===== src/rtl/button_event_arbiter.sv =====
// Turns debounced button levels into single press events, queues one per button
// and arbitrates them round-robin. Optional auto-repeat: BUTTON_EVENT_REPEAT_EN.
module button_event_arbiter #(
    parameter int N_BUTTONS     = 4,
    parameter int REPEAT_DELAY  = 25,
    parameter int REPEAT_PERIOD = 5,
    localparam int IDX_BITS     = $clog2(N_BUTTONS)
) (
    input  logic                 clock,
    input  logic                 reset_n,
    input  logic [N_BUTTONS-1:0] buttons,
    output logic                 event_valid,
    output logic [IDX_BITS-1:0]  event_index,
    input  logic                 event_ready,
    output logic                 overrun
);

    logic [N_BUTTONS-1:0] prev_reg;
    logic [N_BUTTONS-1:0] pending_reg, pending_next;
    logic                 valid_reg, valid_next;
    logic [IDX_BITS-1:0]  index_reg, index_next;
    logic [IDX_BITS-1:0]  ptr_reg, ptr_next;
    logic                 overrun_reg, overrun_next;

    logic [N_BUTTONS-1:0] rise;
    logic [N_BUTTONS-1:0] granted;
    logic [N_BUTTONS-1:0] repeat_set;
    logic                 slot_free;
    logic                 found;
    logic                 grant;
    logic [IDX_BITS-1:0]  sel_idx;
    logic [IDX_BITS:0]    cand_sum;
    logic [IDX_BITS-1:0]  cand_idx;

    assign rise      = buttons & ~prev_reg;
    assign slot_free = ~valid_reg | event_ready;
    assign grant     = slot_free & found;

    // Round-robin search starting just after the last granted button.
    always_comb begin
        found    = 1'b0;
        sel_idx  = '0;
        cand_sum = '0;
        cand_idx = '0;
        for (int k = 1; k <= N_BUTTONS; k++) begin
            cand_sum = {1'b0, ptr_reg} + (IDX_BITS+1)'(k);
            if (cand_sum >= (IDX_BITS+1)'(N_BUTTONS))
                cand_sum = cand_sum - (IDX_BITS+1)'(N_BUTTONS);
            cand_idx = cand_sum[IDX_BITS-1:0];
            if (!found && pending_reg[cand_idx]) begin
                found   = 1'b1;
                sel_idx = cand_idx;
            end
        end
    end

    generate
        for (genvar gi = 0; gi < N_BUTTONS; gi++) begin : g_grant
            assign granted[gi] = grant && (sel_idx == IDX_BITS'(gi));
        end
    endgenerate

    always_comb begin
        pending_next = (pending_reg & ~granted) | rise | repeat_set;
        // A press only counts as lost when it lands on a pending bit that stays queued.
        overrun_next = overrun_reg | (|(rise & pending_reg & ~granted));
        valid_next   = valid_reg;
        index_next   = index_reg;
        ptr_next     = ptr_reg;
        if (slot_free) begin
            valid_next = found;
            if (found) begin
                index_next = sel_idx;
                ptr_next   = sel_idx;
            end
        end
    end

    always_ff @(posedge clock) begin
        prev_reg <= buttons;
        if (!reset_n) begin
            pending_reg <= '0;
            valid_reg   <= 1'b0;
            index_reg   <= '0;
            ptr_reg     <= IDX_BITS'(N_BUTTONS - 1);
            overrun_reg <= 1'b0;
        end else begin
            pending_reg <= pending_next;
            valid_reg   <= valid_next;
            index_reg   <= index_next;
            ptr_reg     <= ptr_next;
            overrun_reg <= overrun_next;
        end
    end

`ifdef BUTTON_EVENT_REPEAT_EN
    localparam int CNT_MAX = (REPEAT_DELAY > REPEAT_PERIOD) ? REPEAT_DELAY : REPEAT_PERIOD;
    localparam int CNT_W   = $clog2(CNT_MAX + 1);

    logic [CNT_W-1:0] rpt_cnt_reg, rpt_cnt_next;
    logic             rpt_first_reg, rpt_first_next;
    logic [CNT_W-1:0] cnt_inc;
    logic [CNT_W-1:0] cnt_limit;
    logic             one_hot;

    always_comb begin
        repeat_set     = '0;
        rpt_cnt_next   = rpt_cnt_reg;
        rpt_first_next = rpt_first_reg;
        one_hot   = (buttons != '0) && ((buttons & (buttons - N_BUTTONS'(1))) == '0);
        cnt_inc   = rpt_cnt_reg + CNT_W'(1);
        cnt_limit = rpt_first_reg ? CNT_W'(REPEAT_DELAY) : CNT_W'(REPEAT_PERIOD);
        if (buttons != prev_reg) begin
            rpt_cnt_next   = '0;
            rpt_first_next = 1'b1;
        end else if (one_hot) begin
            if (cnt_inc == cnt_limit) begin
                repeat_set     = buttons;
                rpt_cnt_next   = '0;
                rpt_first_next = 1'b0;
            end else begin
                rpt_cnt_next = cnt_inc;
            end
        end
    end

    always_ff @(posedge clock) begin
        if (!reset_n) begin
            rpt_cnt_reg   <= '0;
            rpt_first_reg <= 1'b1;
        end else begin
            rpt_cnt_reg   <= rpt_cnt_next;
            rpt_first_reg <= rpt_first_next;
        end
    end
`else
    logic unused_repeat_cfg;
    assign repeat_set        = '0;
    assign unused_repeat_cfg = (REPEAT_DELAY > REPEAT_PERIOD);
`endif

    assign event_valid = valid_reg;
    assign event_index = index_reg;
    assign overrun     = overrun_reg;

endmodule


===== config.mk =====
export PLATFORM = sky130hd
export DESIGN_NAME = button_event_arbiter
export DESIGN_NICKNAME = d
export VERILOG_FILES = /design/src/rtl/button_event_arbiter.sv
export SDC_FILE = /design/constraint.sdc
export NUM_CORES = 1
export LEC_CHECK = 0
export ABC_AREA = 1
export BUFFER_PORTS_ARGS = -buffer_cell sky130_fd_sc_hd__buf_2
export CAP_MARGIN = 30
export CORE_MARGIN = 2
export CORE_UTILIZATION = 35
export CTS_CLUSTER_SIZE = 10
export DETAILED_ROUTE_END_ITERATION = 12
export PLACE_DENSITY_LB_ADDON = 0.08
export SLEW_MARGIN = 15
export SYNTH_ARGS = -nofsm -noshare
export SYNTH_HDL_FRONTEND = slang
export SYNTH_SLANG_ARGS = --single-unit

===== constraint.sdc =====
create_clock -name clock -period 1.95 [get_ports clock]
set_input_delay 0.195 -clock clock [delete_from_list [all_inputs] [get_ports clock]]
set_output_delay 0.195 -clock clock [all_outputs]
set_load 0.05 [all_outputs]

# Word level (Yosys, flattened, before mapping)
# Cells that the tools add are included.
classes:
  magnitude_cmp: 8
  eq_ne: 3
  bitwise: 11
  n_mux: 20
  reduce_logical: 13
  n_addsub: 8
op_table:
  columns: ["cell", "n"]
  rows:
  - ["$and A4 B4 Y4", 4]
  - ["$mux W2", 8]
  - ["$ge A3 B3 Y1 const B", 4]
  - ["$lt A2 B3 Y1 const B", 4]
  - ["$bmux W1 S2", 4]
  - ["$mux W1", 8]
  - ["$not A4 Y4", 2]
  - ["$sub A2 B1 Y2 const B", 4]
  - ["$logic_and A1 B1 Y1", 7]
  - ["$add A2 B2 Y3 const B", 2]
  - ["$eq A2 B2 Y1 const B", 2]
  - ["$or A4 B4 Y4", 1]
  - ["$reduce_or A4 Y1", 1]
  - ["$add A2 B1 Y3 const B", 1]
  - ["$add A2 B3 Y3 const B", 1]
  - ["$logic_not A1 Y1", 3]
  - ["$eq A2 B1 Y1 const B", 1]
  - ["$logic_not A2 Y1", 1]
  - ["$or A1 B1 Y1", 2]
  - ["$reduce_and A2 Y1", 1]
  - ["$and A1 B1 Y1", 1]
  - ["$not A1 Y1", 1]
word_totals:
  in_bits: 7
  elab_cells: 69
  reg_bits: 14
  out_inout_bits: 4

# Logic depth before layout (Yosys ltp)
logic_depth:
  word_depth: 21
  mapped_depth: 16
  mapped_depth_nobuf: 15

# Worst setup path before layout
# No wires, ideal clock.
synth_path:
  path_type: "flip-flop to flip-flop"
  startpoint: "reg ptr_reg[0]"
  endpoint: "reg overrun_reg (netlist: overrun)"
  setup_slack_ns: 0.429
  n_path_buf: 1
  required_time_ns: 1.830
  stages_incl_launch_ff: 17
  arrival_time_ns: 1.401
  synth_period_minus_slack_ns: 1.521
  path_cell_list: "dfxtp_1 buf_6 inv_8 nand2_1 nand2_2 nand2_2 nand2_4 nor2_8 nand3_2 nand2_2 nand2_4 nor2_4 nand2_1 nand2_1 nand2_1 nor2_1 nor2_1"
synth_between:
  elab_chain_len: 21
  elab_cells_between_ends: 51
  classes_between: "8 x add/sub; 4 x order compare; 3 x eq/ne; 20 x mux; 4 x bitwise; 12 x reduce/logical"
synth_lines:
  columns: ["element", "line_no", "rtl"]
  rows:
  - ["from (decl)", "22", "logic [IDX_BITS-1:0] ptr_reg, ptr_next;"]
  - ["from (signal assigned)", "85", "ptr_reg <= IDX_BITS'(N_BUTTONS - 1);"]
  - ["from (signal assigned)", "91", "ptr_reg <= ptr_next;"]
  - ["$add A2 B1 Y3", "46", "cand_sum = {1'b0, ptr_reg} + (IDX_BITS+1)'(k);"]
  - ["$ge A3 B3 Y1 / $sub A2 B1 Y2 (equally long branches)", "47, 48", null]
  - ["$mux W2", "47", "if (cand_sum >= (IDX_BITS+1)'(N_BUTTONS))"]
  - ["$bmux W1 S2", "50", "if (!found && pending_reg[cand_idx]) begin"]
  - ["$mux W1 (implied by the code)", "50", null]
  - ["$mux W1", "50", null]
  - ["$logic_not A1 Y1", "50", null]
  - ["$logic_and A1 B1 Y1", "50", null]
  - ["[5 not listed]", null, null]
  - ["$logic_and A1 B1 Y1", "50", null]
  - ["$mux W2 / $mux W1 (equally long branches)", "50", null]
  - ["$eq A2 B1 Y1, or another cell as far along", "59", "assign granted[gi] = grant && (sel_idx == IDX_BITS'(gi));"]
  - ["$logic_and A1 B1 Y1", "59", null]
  - ["$not A4 Y4 (*)", "66", "overrun_next = overrun_reg | (|(rise & pending_reg & ~granted));"]
  - ["$and A4 B4 Y4 (*)", "66", null]
  - ["$reduce_or A4 Y1 (*)", "66", null]
  - ["$or A1 B1 Y1 (*)", "66", null]
  - ["to (signal assigned)", "92", "overrun_reg <= overrun_next;"]
  - ["to (decl)", "23", "logic overrun_reg, overrun_next;"]
# Mark *: on every way between the ends. The rest lies on a longest branch, timed or not. The select of a mux whose other input is x is not followed.
# A chain may end at the register's enable or synchronous reset.

# Worst setup path after layout
# Same ends and word-level chain as after synthesis.

==> flow_metrics.tcl <==
set metrics [dict create \
    outcome "finished, final reports clean" \
    io_buffers 10 \
    worstPathArrival_ns 1.86 \
    ys_ff_latch 14 \
    yosysWarningCount 0 \
    drtIter0Drc 14 \
    area_delta_synth_final_pct 12.8 \
    cts_buffers 3 \
    grt_use_total_pct 13.0 \
    seq_power_share_pct 26.5 \
    cpLargestDelayFamily "simple AND/OR/NAND/NOR gates" \
    worst-path-buf-inv 3 \
    vias 737 \
    die_w_microns 53.8 \
    first_pass_iters 4 \
    placed_area_sq_um 942 \
    core_sq_um 2410 \
    ios 11 \
    setup-violations-final 0 \
    ctsHoldBuffers 0 \
    synth_nets 132 \
    netlist_area_sq_um 870 \
    finalNetCount 146 \
    drt_wl_total_microns 1620 \
    fillers 263 \
    vdd_drop_max_uv 822 \
    drive_gt1_share_pct 31.2 \
    path_cells "inv_8, nand2_2, nand2_2, nand2_2, a21boi_1, nand2_1, clkinv_1, nand2_1, inv_1, nand3_1, nand2_1, nand3_1, nor2_1, nor2_1" \
    wl_per_cell_microns 9.63 \
    gr-total-overflow 0 \
    design_area_sq_um 981 \
    critical_path.endpoint_type "register" \
    timing.fmax_mhz 592 \
    initial_core_util_pct 36.1 \
    critPathKind "reg -> reg" \
    dp.cells 164 \
    hp-class "in -> reg" \
    path_clk_slew_ns 0.08 \
    worstMarginPinSlew_ns 0.269 \
    clock-root-buffer "clkbuf_4" \
    startpoint_type "register" \
    drc 0 \
    rows 18 \
    crit_fanout 10 \
    grt_pass1_wl_microns 2650 \
    cts_setup_buffers 0 \
    cts_resized 0 \
    dp_hpwl_microns 1310 \
    syn_avg_cell_area_sq_um 6.96 \
    swShare_pct 51.5 \
    htreeDepth 1 \
    cp_slowest_stage_delay_ns 0.45 \
    fin_worst_skew_ns 0.00258 \
    min_period_ns 1.69 \
    intPower_mw 0.791 \
    slew_headroom_pct 82.1 \
    final_util_pct 40.7 \
    grt_max_degree 11 \
    drv_cap 0 \
    yosysSeqAreaShare_pct 32.2 \
    yosysUniqueCellTypes 20 \
    worstSkewPairLatency_ns 0.28 \
    maxSlewViolCount 0 \
    power.switching_mw 0.840 \
    stdcell_count 168 \
    die_h_microns 53.8 \
    grt_pass1_vias 614 \
    dieArea_sq_um 2900 \
    vias_per_cell 4.39 \
    antenna_found_initial 0 \
    cts.sinks 14 \
    p_comb_share_pct 61.0 \
    fin_tns_setup_ns 0 \
    pwr-share-clk_pct 12.5 \
    cellLeakagePower_nw 0.496 \
    cts_buffer_depth 2 \
    whs_ns 0.0254 \
    grt_setup_unrepaired "false" \
    min_period_over_period_pct 86.6 \
    ant_nets 0 \
    power.density_nw_per_um2 1660 \
    critPathRequiredTime_ns 2.12 \
    diodes 0 \
    crit_path_top_delay_cell "dfxtp_2" \
    gp_congestion 0.811 \
    netlist_instances 125 \
    finalHoldViolations 0 \
    tritoncts "built" \
]
## power groups by stage
stage	Sequential [mW]	Combinational [mW]	Clock [mW]
after floorplan	0.516	0.778	0
after global placement	0.432	1.00	0
after detailed placement	0.435	1.00	0
after CTS	0.428	1.00	0.214
after global routing	0.442	1.11	0.228
final	0.432	0.995	0.205
## path summary, 6_finish.rpt
kind	start	to	slack, ns	cells past startpoint
setup / recovery	ptr_reg[0]	overrun	0.26	14
hold / removal	buttons[1]	prev_reg[1]	0.03	1
hold reg to reg	event_index[1]	event_index[1]	0.47	2
setup reg to reg	ptr_reg[0]	overrun	0.26	14
## metrics by stage
stage,power [mW],worst slack [ns]
finish,1.63,0.261
global route,1.78,0.0120
floorplan,1.29,0.429
detailed placement,1.44,0.143
CTS,1.65,0.126
global placement,1.43,0.135
## cells in the mapped netlist
library cell  count  area, sq um
a21boi_1          1         7.51
a21oi_1           8         40.0
buf_6             2         22.5
clkinv_1          1         3.75
dfxtp_1          14          280
inv_1            15         56.3
inv_2             2         7.51
inv_4             1         6.26
inv_8             1         11.3
nand2_1          36          135
nand2_2          11         68.8
nand2_4           6         67.6
nand3_1           6         30.0
nand3_2           3         30.0
nand4_1           2         12.5
nor2_1           11         41.3
nor2_4            1         11.3
nor2_8            1         20.0
o211ai_1          1         7.51
o21ai_0           2         10.0
## metal layers
layer	track usage, %	wire length [microns]
met3	2.50	39
met5	0	0
met2	18.9	735
met4	6.41	23
met1	18.3	820
## cells by family (layout without fill, tap and decap cells)
logic type | count (synthesis) | count (layout) | synth area share [%]
AO/OA/AOI/OAI | 12 | 12 | 7.48
flip-flops | 14 | 14 | 32.2
AND/OR/NAND/NOR | 77 | 77 | 47.9
buffers and inverters | 22 | 35 | 12.4
## cells in the final DEF (no fill, tap or decap), drive strengths merged
cell type and instances:
a21boi 1, clkbuf 4, a21oi 8, buf 11, inv 19, nand3 9, dfxtp 14, o21ai 2
o211ai 1, nand2 53, clkinv 1, nor2 13, nand4 2
## final cells by class
cell class / count / area, sq um / area share (%)
multi-input combinational: 89 / 482 / 49.1
sequential: 14 / 283 / 28.8
inverter: 20 / 85.1 / 8.67
timing repair buffer: 11 / 57.6 / 5.87
tap: 30 / 37.5 / 3.83
clock buffer: 4 / 36.3 / 3.70
(Power assumes the default switching activity.)
